==> config.mk <==
export PLATFORM = sky130hd
export DESIGN_NAME = mem_bus_arbiter
export DESIGN_NICKNAME = d
export VERILOG_FILES = /design/src/rtl/mem_bus_arbiter.sv
export SDC_FILE = /design/constraint.sdc
export NUM_CORES = 1
export LEC_CHECK = 0
export CORE_AREA = 2 2 121 123
export DETAILED_ROUTE_END_ITERATION = 6
export DIE_AREA = 0 0 123 125
export PLACE_DENSITY = 0.57
export SYNTH_ARGS = -nofsm -noshare
export SYNTH_HDL_FRONTEND = slang
export SYNTH_SLANG_ARGS = --single-unit
==> constraint.sdc <==
create_clock -name clk -period 2.18 [get_ports clk]
set_input_delay 0.545 -clock clk [delete_from_list [all_inputs] [get_ports clk]]
set_output_delay 0.545 -clock clk [all_outputs]
set_load 0.02 [all_outputs]
==> src/rtl/mem_bus_arbiter.sv <==
// Two-requester arbiter for a single Avalon-style memory port (M0 = ifetch, M1 = load/store).
// Grant is held for a whole transfer; a watchdog aborts transfers stalled by a hung slave.

module mem_bus_arbiter_port #(
   parameter logic [31:0] ERR_DATA = 32'hDEADBEEF
) (
   input  logic        granted,
   input  logic        abort,
   input  logic        rd,
   input  logic        wr,
   input  logic [31:0] mem_readdata,
   input  logic        mem_waitrequest,
   output logic        req,
   output logic [31:0] readdata,
   output logic        waitrequest
);
   assign req = rd | wr;

   // A requester that does not own the bus is always stalled and sees zero data.
   always_comb begin
      readdata    = '0;
      waitrequest = 1'b1;
      if (granted) begin
         if (abort) begin
            readdata    = ERR_DATA;
            waitrequest = 1'b0;
         end else begin
            readdata    = mem_readdata;
            waitrequest = mem_waitrequest;
         end
      end
   end
endmodule

module mem_bus_arbiter #(
   parameter int          PRIORITY_MODE  = 0,
   parameter int          TIMEOUT_CYCLES = 16,
   parameter logic [31:0] ERR_DATA       = 32'hDEADBEEF
) (
   input  logic        clk,
   input  logic        reset,
   input  logic [31:0] m0_address,
   input  logic        m0_read,
   input  logic        m0_write,
   input  logic [31:0] m0_writedata,
   input  logic [3:0]  m0_byteenable,
   output logic [31:0] m0_readdata,
   output logic        m0_waitrequest,
   input  logic [31:0] m1_address,
   input  logic        m1_read,
   input  logic        m1_write,
   input  logic [31:0] m1_writedata,
   input  logic [3:0]  m1_byteenable,
   output logic [31:0] m1_readdata,
   output logic        m1_waitrequest,
   output logic [31:0] address,
   output logic        read,
   output logic        write,
   output logic [31:0] writedata,
   output logic [3:0]  byteenable,
   input  logic [31:0] readdata,
   input  logic        waitrequest,
   output logic        timeout_err
);
   localparam int             CW      = (TIMEOUT_CYCLES < 1) ? 1 : $clog2(TIMEOUT_CYCLES + 1);
   localparam logic [CW-1:0]  TMAX    = CW'(TIMEOUT_CYCLES);
   localparam bit             WDOG_EN = (TIMEOUT_CYCLES != 0);

   typedef enum logic {IDLE, BUSY} state_t;

   state_t          state, state_nx;
   logic            owner, owner_nx;
   logic            last_owner, last_nx;
   logic [CW-1:0]   wait_cnt, cnt_nx;
   logic            err_nx;
   logic            abort;

   logic [1:0][31:0] m_addr, m_wdata, port_rdata;
   logic [1:0][3:0]  m_be;
   logic [1:0]       m_rd, m_wr, req, granted, port_wait;

   assign m_addr  = {m1_address, m0_address};
   assign m_wdata = {m1_writedata, m0_writedata};
   assign m_be    = {m1_byteenable, m0_byteenable};
   assign m_rd    = {m1_read, m0_read};
   assign m_wr    = {m1_write, m0_write};

   assign granted[0] = (state == BUSY) && !owner;
   assign granted[1] = (state == BUSY) && owner;

   genvar n;
   generate
      for (n = 0; n < 2; n++) begin : g_port
         mem_bus_arbiter_port #(.ERR_DATA(ERR_DATA)) u_port (
            .granted         (granted[n]),
            .abort           (abort),
            .rd              (m_rd[n]),
            .wr              (m_wr[n]),
            .mem_readdata    (readdata),
            .mem_waitrequest (waitrequest),
            .req             (req[n]),
            .readdata        (port_rdata[n]),
            .waitrequest     (port_wait[n])
         );
      end
   endgenerate

   assign m0_readdata    = port_rdata[0];
   assign m1_readdata    = port_rdata[1];
   assign m0_waitrequest = port_wait[0];
   assign m1_waitrequest = port_wait[1];

   always_ff @(posedge clk or negedge reset) begin
      if (!reset) begin
         state       <= IDLE;
         owner       <= 1'b0;
         last_owner  <= 1'b1;
         wait_cnt    <= '0;
         timeout_err <= 1'b0;
      end else begin
         state       <= state_nx;
         owner       <= owner_nx;
         last_owner  <= last_nx;
         wait_cnt    <= cnt_nx;
         timeout_err <= err_nx;
      end
   end

   always_comb begin
      state_nx   = state;
      owner_nx   = owner;
      last_nx    = last_owner;
      cnt_nx     = wait_cnt;
      err_nx     = timeout_err;
      abort      = 1'b0;
      address    = '0;
      read       = 1'b0;
      write      = 1'b0;
      writedata  = '0;
      byteenable = '0;
      case (state)
         IDLE: begin
            cnt_nx = '0;
            if (req[0] || req[1]) begin
               state_nx = BUSY;
               if (req[0] && req[1])
                  owner_nx = (PRIORITY_MODE != 0) ? 1'b0 : ~last_owner;
               else
                  owner_nx = req[1];
            end
         end
         BUSY: begin
            address    = m_addr[owner];
            writedata  = m_wdata[owner];
            byteenable = m_be[owner];
            write      = m_wr[owner];
            read       = m_rd[owner] & ~m_wr[owner];
            // The watchdog wins over everything else so a stuck slave always gets released.
            if (WDOG_EN && (wait_cnt == TMAX)) begin
               abort    = 1'b1;
               read     = 1'b0;
               write    = 1'b0;
               err_nx   = 1'b1;
               state_nx = IDLE;
               last_nx  = owner;
               cnt_nx   = '0;
            end else if (!req[owner]) begin
               state_nx = IDLE;
               cnt_nx   = '0;
            end else if (!waitrequest) begin
               state_nx = IDLE;
               last_nx  = owner;
               cnt_nx   = '0;
            end else if (wait_cnt != TMAX) begin
               cnt_nx = wait_cnt + 1'b1;
            end
         end
         default: state_nx = IDLE;
      endcase
   end
endmodule

======== Word-level counts from Yosys, hierarchy flattened ========
Cells that the tools add are included.
storage, ports and cells
  output and inout bits ................... 137
  register bits ........................... 9
cells by class
  reductions and logical operators ........ 9
  equal/unequal tests ..................... 4
  magnitude comparators ................... 1
  $add $sub $neg .......................... 1
  multiplexer cells ....................... 41
  bitwise gates (word level) .............. 6
operators with widths
  kind                                                                      number
  32-bit two-way mux                                                        9
  1-bit two-way mux                                                         23
  5-bit two-way mux                                                         4
  4-bit two-way mux                                                         3
  5-bit one-hot mux with 2 select lines                                     1
  5-bit by 1-bit adder with 5-bit output (second input constant)            1
  5-bit equality test (second input constant)                               1
  5-bit by 4-bit inequality test with 1-bit output (second input constant)  1
  5-bit inequality test (second input constant)                             1
  2-bit AND reduction                                                       2
  1-bit logical AND                                                         3
  1-bit inverter                                                            3
  3-bit AND reduction                                                       1
  1-bit by 2-bit < comparator with 1-bit output (second input constant)     1
  2-bit by 1-bit inequality test with 1-bit output (second input constant)  1
  1-bit bitwise OR                                                          2
  1-bit one-hot mux with 2 select lines                                     1
  2-bit nonzero test                                                        1
  1-bit bitwise AND                                                         1
  1-bit zero test                                                           1
  1-bit logical OR                                                          1

======== Longest topological paths before layout ========
Gate-level depths: netlist of run 1.
  depth in word-level cells ............... 6
  mapped depth ............................ 7
  gate-level depth less buffers ........... 5

======== Cells and area by module ========
A second synthesis of run 1 with hierarchy kept.
unflattened totals
  cells, all modules ...................... 285
  area, all modules ....................... 2145.8 um^2
by module, submodules not included
  module                area each (um^2)  instances  sequential area each (um^2)  cells an instance
  mem_bus_arbiter       1515.2            1          226.5                        201
  mem_bus_arbiter_port  315.3             2          0.0                          42

======== Least setup slack after synthesis of run 1 ========
No wires, ideal clock.
  path kind ............................... register to output
  start point ............................. register wait_cnt[0]
  end point ............................... output port m0_readdata[10]
  path slack .............................. 0.173 ns
  required time ........................... 1.635 ns
  cell stages (with the launch flop) ...... 8
  buffers on the path ..................... 2
  arrival ................................. 1.462 ns
  cell sequence ........................... dfrtp_1 inv_1 ha_1 and4bb_1 buf_6 buf_6 a21oi_2 nor2_1
on the way
  word-level cells in the longest chain between the ends .. 5
RTL lines
  what                      line  RTL
  start: declaration        74    logic [CW-1:0] wait_cnt, cnt_nx;
  start signal: assignment  124   wait_cnt <= cnt_nx;
  5-bit equality test       159   if (WDOG_EN && (wait_cnt == TMAX)) begin
  1-bit two-way mux         159
  1-bit two-way mux         141   case (state)
  32-bit two-way mux        24    if (abort) begin
  32-bit two-way mux        23    if (granted) begin
  end: declaration          47    output logic [31:0] m0_readdata,
Every way passes these cells.

======== Worst setup path in the final report of run 1 ========
  start point ............................. register wait_cnt[1]
  end point ............................... output port m1_readdata[10]
on the way
  word-level cells in the longest chain between the ends .. 5
RTL lines
  what                 line  RTL
  5-bit equality test  159
  1-bit two-way mux    159
  1-bit two-way mux    141
  32-bit two-way mux   24
  32-bit two-way mux   23
  end: declaration     54    output logic [31:0] m1_readdata,
Every way passes these cells.

==> run_results.csv, run 1 <==
group,metric,value,unit
synthesis,ys_seq_area_frac,0.110,
timing,hold_violations,0,
timing,whs,0.470,ns
cts,cts_tree,"done",
final_layout,synthToLayoutAreaGrowth,192,%
setup_path,crit_top_cell,"buf_4",
synthesis,synth_cell_types,33,
global_route,track_usage,0.149,
setup_path,cp_data_required_time,1.63,ns
final_layout,diodes,0,
global_route,busiest_layer,"met2",
cts,clk_path_buf_depth,2,
global_route,grt_pass1_vias,3503,
setup_path,cp.depth,8,
global_route,grt_max_degree,46,
die,start_util,0.145,
setup_path,crit_slowest_cell,"dfrtp_1",
setup_path,startpoint,"wait_cnt[1]",
place,gp_congestion,0.864,
setup_path,critPathTopFamily,"buffers and inverters",
drt,drt-total-wl,12.7,mm
setup_path,worstRegToRegCells,9,
setup_path,criticalPathCategory,"register to output pin",
final_layout,final_cells,844,
timing,max_freq,421,MHz
global_route,grt_use_met2,0.302,
drt,drcViolationCount,0,
die,ios,312,
synthesis,synth_nets,484,
setup_path,end_kind,"output pin",
cts,hold_buffers,0,
min_path,holdPathStages,1,
cts,clkTransAtPathRegs,0.04,ns
drt,via_per_inst,4.14,
cts,worstSkewPairLatency,0.23,ns
synthesis,syn_inst,307,
setup_path,cp.arrival,1.83,ns
timing,slew_violations,0,
synthesis,syn_area_per_cell,6.69,um^2
setup_path,crit_path_end,"m1_readdata[10]",
cts,cts.sinks,9,
status,violations,"setup timing",
timing,tns,-6.45,ns
setup_path,path_buf_inv,4,
pwr,power.leakage,2.86,nW
setup_path,critPathMaxFanout,6,
timing,relSlewSlack,0.714,
pwr,vdd_drop_max,0.337,mV
timing,setup_slack,-0.196,ns
run,max_cap_viol_count,0,
synthesis,yosys_warnings,0,
setup_path,r2r-end,"last_owner",
drt,firstDrtPassIters,4,
timing,rsz0062_at_grt,"true",
drt,num_vias,3494,
cts,cts_buffers,3,
place,dp.cells,818,
die,rows,44,
min_path,hp-class,"register to register",
pwr,power.density,873,nW/um^2
timing,clock_skew,0.00191,ns
setup_path,rr_startpoint,"wait_cnt[1]",
place,hpwl,10.2,mm
pwr,total_power,0.00522,W
synthesis,ys_ff_latch,9,
global_route,use_met1,0.148,
cts,htreeDepth,1,
cts,clockRootBuffer,"clkbuf_16",
global_route,grt-ovfl-total,0,
global_route,grtUsageMet3,0.0365,
timing,setup_viol,54,
final_layout,drive_above_1_share,0.367,
timing,min_period,2.38,ns
global_route,antenna_found_initial,0,
synthesis,syn_area,2050,um^2
drt,wl_per_cell,15.1,um
setup_path,crit_chain,"inv_1 -> ha_2 -> and4bb_4 -> bufbuf_16 -> buf_4 -> a21oi_4 -> nor2_1 -> buf_4",
die,die_area,15400,um^2
drt,first_iter_violations,85,
die,core_area,14200,um^2
setup_path,slowest_delay,0.37,ns
drt,ant_nets,0,
final_layout,nets,838,
global_route,grt_pass1_wl,18.2,mm
timing,worst_slew_pin_slew,0.428,ns
place,portBuffers,311,
die,die_y,125,um
status,status,"complete, but fails checks",
setup_path,r2r_setup_slack,0.48,ns
die,die_x,123,um
timing,fin_crit_sh,1.09,
setup_path,startpoint_type,"register",
## sequential cells by signal (all words and copies together) (netlist names)
| signal | flops |
|---|---|
| wait_cnt | 5 |
| last_owner | 1 |
| owner | 1 |
| state | 1 |
| timeout_err | 1 |
## Yosys cell counts (all sizes together)
library cell  count  area share
o21ai             2      0.0049
inv               6       0.011
o221ai            1      0.0043
a21oi            24       0.077
and2             16       0.049
or3b              1      0.0043
ha                2       0.012
a32o              1      0.0049
nand3             2      0.0049
dfrtp             8       0.098
nand2b            3      0.0091
o32a              1      0.0049
xnor2             1      0.0043
nand2             6       0.011
dfstp             1       0.013
nor4              1      0.0030
and4bb            1      0.0061
clkbuf            3      0.0055
or3               1      0.0030
mux2i            69        0.34
nor2            122        0.23
nand4b            1      0.0043
nand4             1      0.0030
xor2              2      0.0085
o21a              1      0.0037
nand4bb           1      0.0055
nor3              5       0.012
buf              24       0.072
## cell type report
cell class | instances | area [um^2]
clock buffers | 4 | 78.8
fillers | 1432 | 8220
inverters | 6 | 22.5
multi-input cells | 265 | 1840
flip-flops and latches | 9 | 231
well taps | 184 | 230
repair buffers | 376 | 3580
## how the worst min path moves through the flow
| stage | start | end | slack [ns] |
|---|---|---|---|
| after floorplan | reset | owner | 0.25 |
| after global placement | timeout_err | timeout_err | 0.45 |
| after detailed placement | timeout_err | timeout_err | 0.47 |
| after CTS | timeout_err | timeout_err | 0.48 |
| after global routing | timeout_err | timeout_err | 0.53 |
| final | timeout_err | timeout_err | 0.47 |
## layer usage
layer / wire (um) / share of wire / vias up
met5: 0 / 0 / -
met4: 181 / 0.014 / 0
met3: 1330 / 0.10 / 12
met2: 6740 / 0.53 / 195
met1: 4500 / 0.35 / 1558
li1: - / - / 1729
## cell families after synthesis
kind of cell	Yosys count	share of synthesized area
and+or+nand+nor	161	0.341
muxes	69	0.336
buffers and inverters	33	0.0884
AOI/OAI and AO/OA	30	0.0993
DFF	9	0.110
xor gates and xnor gates	3	0.0128
adders and majority gates	2	0.0122
## cell usage in the layout (no fill, tap or decap), types with 2 or more instances in the layout
master,n
o21ai_0,2
dfrtp_1,6
buf_6,36
a21oi_4,9
mux2i_1,66
inv_1,5
buf_16,2
clkbuf_2,28
clkdlybuf4s50_1,173
clkbuf_16,4
clkdlybuf4s15_2,17
buf_12,8
and2_4,10
a21oi_2,11
nor2_2,10
nand2_1,6
nand3_1,2
a21oi_1,4
buf_4,83
nor2_1,109
mux2i_2,3
buf_2,9
nor3_1,5
xor2_1,2
and2_1,6
nor2_4,3
clkdlybuf4s15_1,7
nand2b_1,2
dlygate4sd2_1,10
## power by group
part | switching, W | internal, W | leakage [nW] | total, W
Sequential | 0.0000370 | 0.000212 | 0.114 | 0.000249
Combinational | 0.00244 | 0.00221 | 2.71 | 0.00465
Clock | 0.0000771 | 0.000244 | 0.0382 | 0.000321
## repair_timing
item                                    in CTS  in global routing
hold endpoints to repair                     0                  0
gates resized for setup                    497                114
cloned                                       3                  1
setup buffers                                8                 11
endpoints found under the setup margin     135                111
pin swaps                                   10                 25
## metrics by stage
stage                     cell area, um^2  setup WS [ns]  utilization
after detailed placement             5650         -0.366        0.398
after floorplan                      2050          0.173            -
final                                5990         -0.196        0.422
after global routing                 5990         -0.249        0.422
after global placement               5650         -0.315        0.398
after CTS                            5790         -0.237        0.408
Power figures use the tool's default switching activity.
==> run 2: changes to the inputs <==
==> config.mk (replaced) <==
export PLATFORM = sky130hd
export DESIGN_NAME = mem_bus_arbiter
export DESIGN_NICKNAME = d
export VERILOG_FILES = /design/src/rtl/mem_bus_arbiter.sv
export SDC_FILE = /design/constraint.sdc
export NUM_CORES = 1
export LEC_CHECK = 0
export CORE_AREA = 2 2 122 124
export DETAILED_ROUTE_END_ITERATION = 6
export DIE_AREA = 0 0 124 126
export PLACE_DENSITY = 0.58
export SYNTH_ARGS = -nofsm -noshare
export SYNTH_HDL_FRONTEND = slang
export SYNTH_SLANG_ARGS = --single-unit
==> constraint.sdc (replaced) <==
create_clock -name clk -period 2.15 [get_ports clk]
set_input_delay 0.5375 -clock clk [delete_from_list [all_inputs] [get_ports clk]]
set_output_delay 0.5375 -clock clk [all_outputs]
set_load 0.02 [all_outputs]
==> run_results.csv, run 2 (synthesis results as in run 1) <==
group,metric,value,unit
cts,worstSkewPairLatency,0.24,ns
die,die_x,124,um
drt,wl_per_cell,14.9,um
status,violations,"setup timing",
final_layout,largest_register,"wait_cnt",
pwr,total_power,0.00529,W
setup_path,startpoint_type,"register",
pwr,power.density,888,nW/um^2
final_layout,diodes,0,
die,core_area,14300,um^2
cts,clkTransAtPathRegs,0.04,ns
cts,clk_path_buf_depth,2,
setup_path,crit_top_cell,"buf_6",
timing,fin_crit_sh,1.10,
place,gp_congestion,0.799,
drt,drcViolationCount,0,
setup_path,cp_data_required_time,1.61,ns
place,hpwl,10.3,mm
status,status,"complete, but fails checks",
global_route,grt-ovfl-total,0,
setup_path,end_kind,"output pin",
global_route,antenna_found_initial,0,
timing,clock_skew,0.000894,ns
drt,firstDrtPassIters,4,
final_layout,drive_above_1_share,0.381,
timing,rsz0062_at_grt,"true",
timing,slew_violations,0,
cts,cts_buffers,3,
cts,clockRootBuffer,"clkbuf_16",
timing,relSlewSlack,0.716,
pwr,power.leakage,2.85,nW
die,start_util,0.143,
drt,num_vias,3525,
global_route,grt_pass1_vias,3595,
final_layout,largest_reg_flops,5,
setup_path,critPathMaxFanout,7,
setup_path,slowest_delay,0.35,ns
global_route,grt_max_degree,40,
final_layout,synthToLayoutAreaGrowth,190,%
timing,min_period,2.36,ns
global_route,grt_pass1_wl,18.1,mm
setup_path,crit_slowest_cell,"dfrtp_1",
place,dp.cells,813,
final_layout,nets,836,
setup_path,crit_chain,"inv_2 -> ha_4 -> and4bb_4 -> buf_12 -> buf_16 -> nor2_4 -> buf_6 -> and2_4 -> buf_6",
timing,max_freq,425,MHz
cts,hold_buffers,0,
drt,ant_nets,0,
drt,first_iter_violations,66,
setup_path,critPathTopFamily,"buffers and inverters",
setup_path,criticalPathCategory,"register to output pin",
setup_path,path_buf_inv,5,
timing,hold_violations,0,
die,rows,44,
drt,via_per_inst,4.19,
timing,setup_slack,-0.205,ns
final_layout,final_common_cell,"clkdlybuf4s50_1",
setup_path,cp.arrival,1.82,ns
global_route,track_usage,0.147,
min_path,hp-class,"register to register",
drt,drt-total-wl,12.5,mm
final_layout,final_cells,842,
final_layout,final_cell_mix,"173 x clkdlybuf4s50_1, 109 x nor2_1, 81 x buf_4, 67 x mux2i_1, 37 x buf_6",
timing,worst_slew_pin_slew,0.424,ns
cts,cts.sinks,9,
cts,htreeDepth,1,
die,die_area,15600,um^2
cts,cts_tree,"done",
run,max_cap_viol_count,0,
die,die_y,126,um
pwr,vdd_drop_max,0.300,mV
timing,setup_viol,56,
place,portBuffers,311,
die,ios,312,
[run 2: changes by cell type in the layout (fill, tap and decap cells not counted), sizes merged]
cell	delta
buf	+13
dlymetal6s2s	+1
clkbuf	-6
dlygate4sd2	-9
bufbuf	-1
[run 2: worst reg2reg max path, delay by kind of cell (launching register included)]
| family | cells | cell delay [ns] |
|---|---|---|
| AO/OA/AOI/OAI | 1 | 0.13 |
| flip-flops | 1 | 0.48 |
| AND/OR/NAND/NOR | 2 | 0.63 |
| buffers and inverters | 3 | 0.37 |
[run 2: worst paths after layout]
| check | from | to | slack, ns | cells past startpoint |
|---|---|---|---|---|
| setup / recovery | wait_cnt[0] | m0_readdata[17] | -0.21 | 9 |
| hold / removal | timeout_err | timeout_err | 0.46 | 1 |
| setup reg to reg | owner | state | 0.42 | 6 |
| hold reg to reg | timeout_err | timeout_err | 0.46 | 1 |
| max in group asynchronous | reset | owner | 1.21 | 1 |
| min in group asynchronous | reset | timeout_err | 0.61 | 1 |
[run 2: per-stage QoR]
stage                util  area, um^2  hold WS (ns)  TNS (ns)  setup slack (ns)
global route        0.416        5960         0.496    -10.23            -0.265
global placement    0.391        5600         0.455    -27.72            -0.335
floorplan               -        2050         0.242         0             0.151
finish              0.416        5960         0.461     -6.36            -0.205
CTS                 0.420        6010         0.471     -5.40            -0.230
detailed placement  0.391        5600         0.458    -31.04            -0.413
[run 2: timing repair]
action,4_1_cts,5_1_grt
cloned,2,0
buffers inserted,13,10
pin swaps,32,16
setup endpoints to repair,134,115
resized for setup,549,88
[run 2: layout make-up]
cell class / count / area [um^2]
Clock buffer: 4 / 78.8
Inverter: 6 / 22.5
Sequential cell: 9 / 231
Fill cell: 1483 / 8350
Timing Repair Buffer: 374 / 3530
Tap cell: 184 / 230
Multi-Input combinational cell: 265 / 1870
[run 2: power breakdown]
group / internal (W) / total, W / switching [W]
logic: 0.00224 / 0.00471 / 0.00247
clock network: 0.000248 / 0.000334 / 0.0000853
registers: 0.000215 / 0.000247 / 0.0000328
total: 0.00271 / 0.00529 / 0.00258
[run 2: routing by layer]
| layer | wire (um) | share of wire | global-route usage | vias to the layer above |
|---|---|---|---|---|
| met2 | 6880 | 0.55 | 0.304 | 200 |
| met5 | 0 | 0 | 0 | - |
| li1 | - | - | - | 1729 |
| met1 | 4310 | 0.34 | 0.147 | 1585 |
| met4 | 147 | 0.012 | 0.0284 | 0 |
| met3 | 1190 | 0.095 | 0.0272 | 11 |
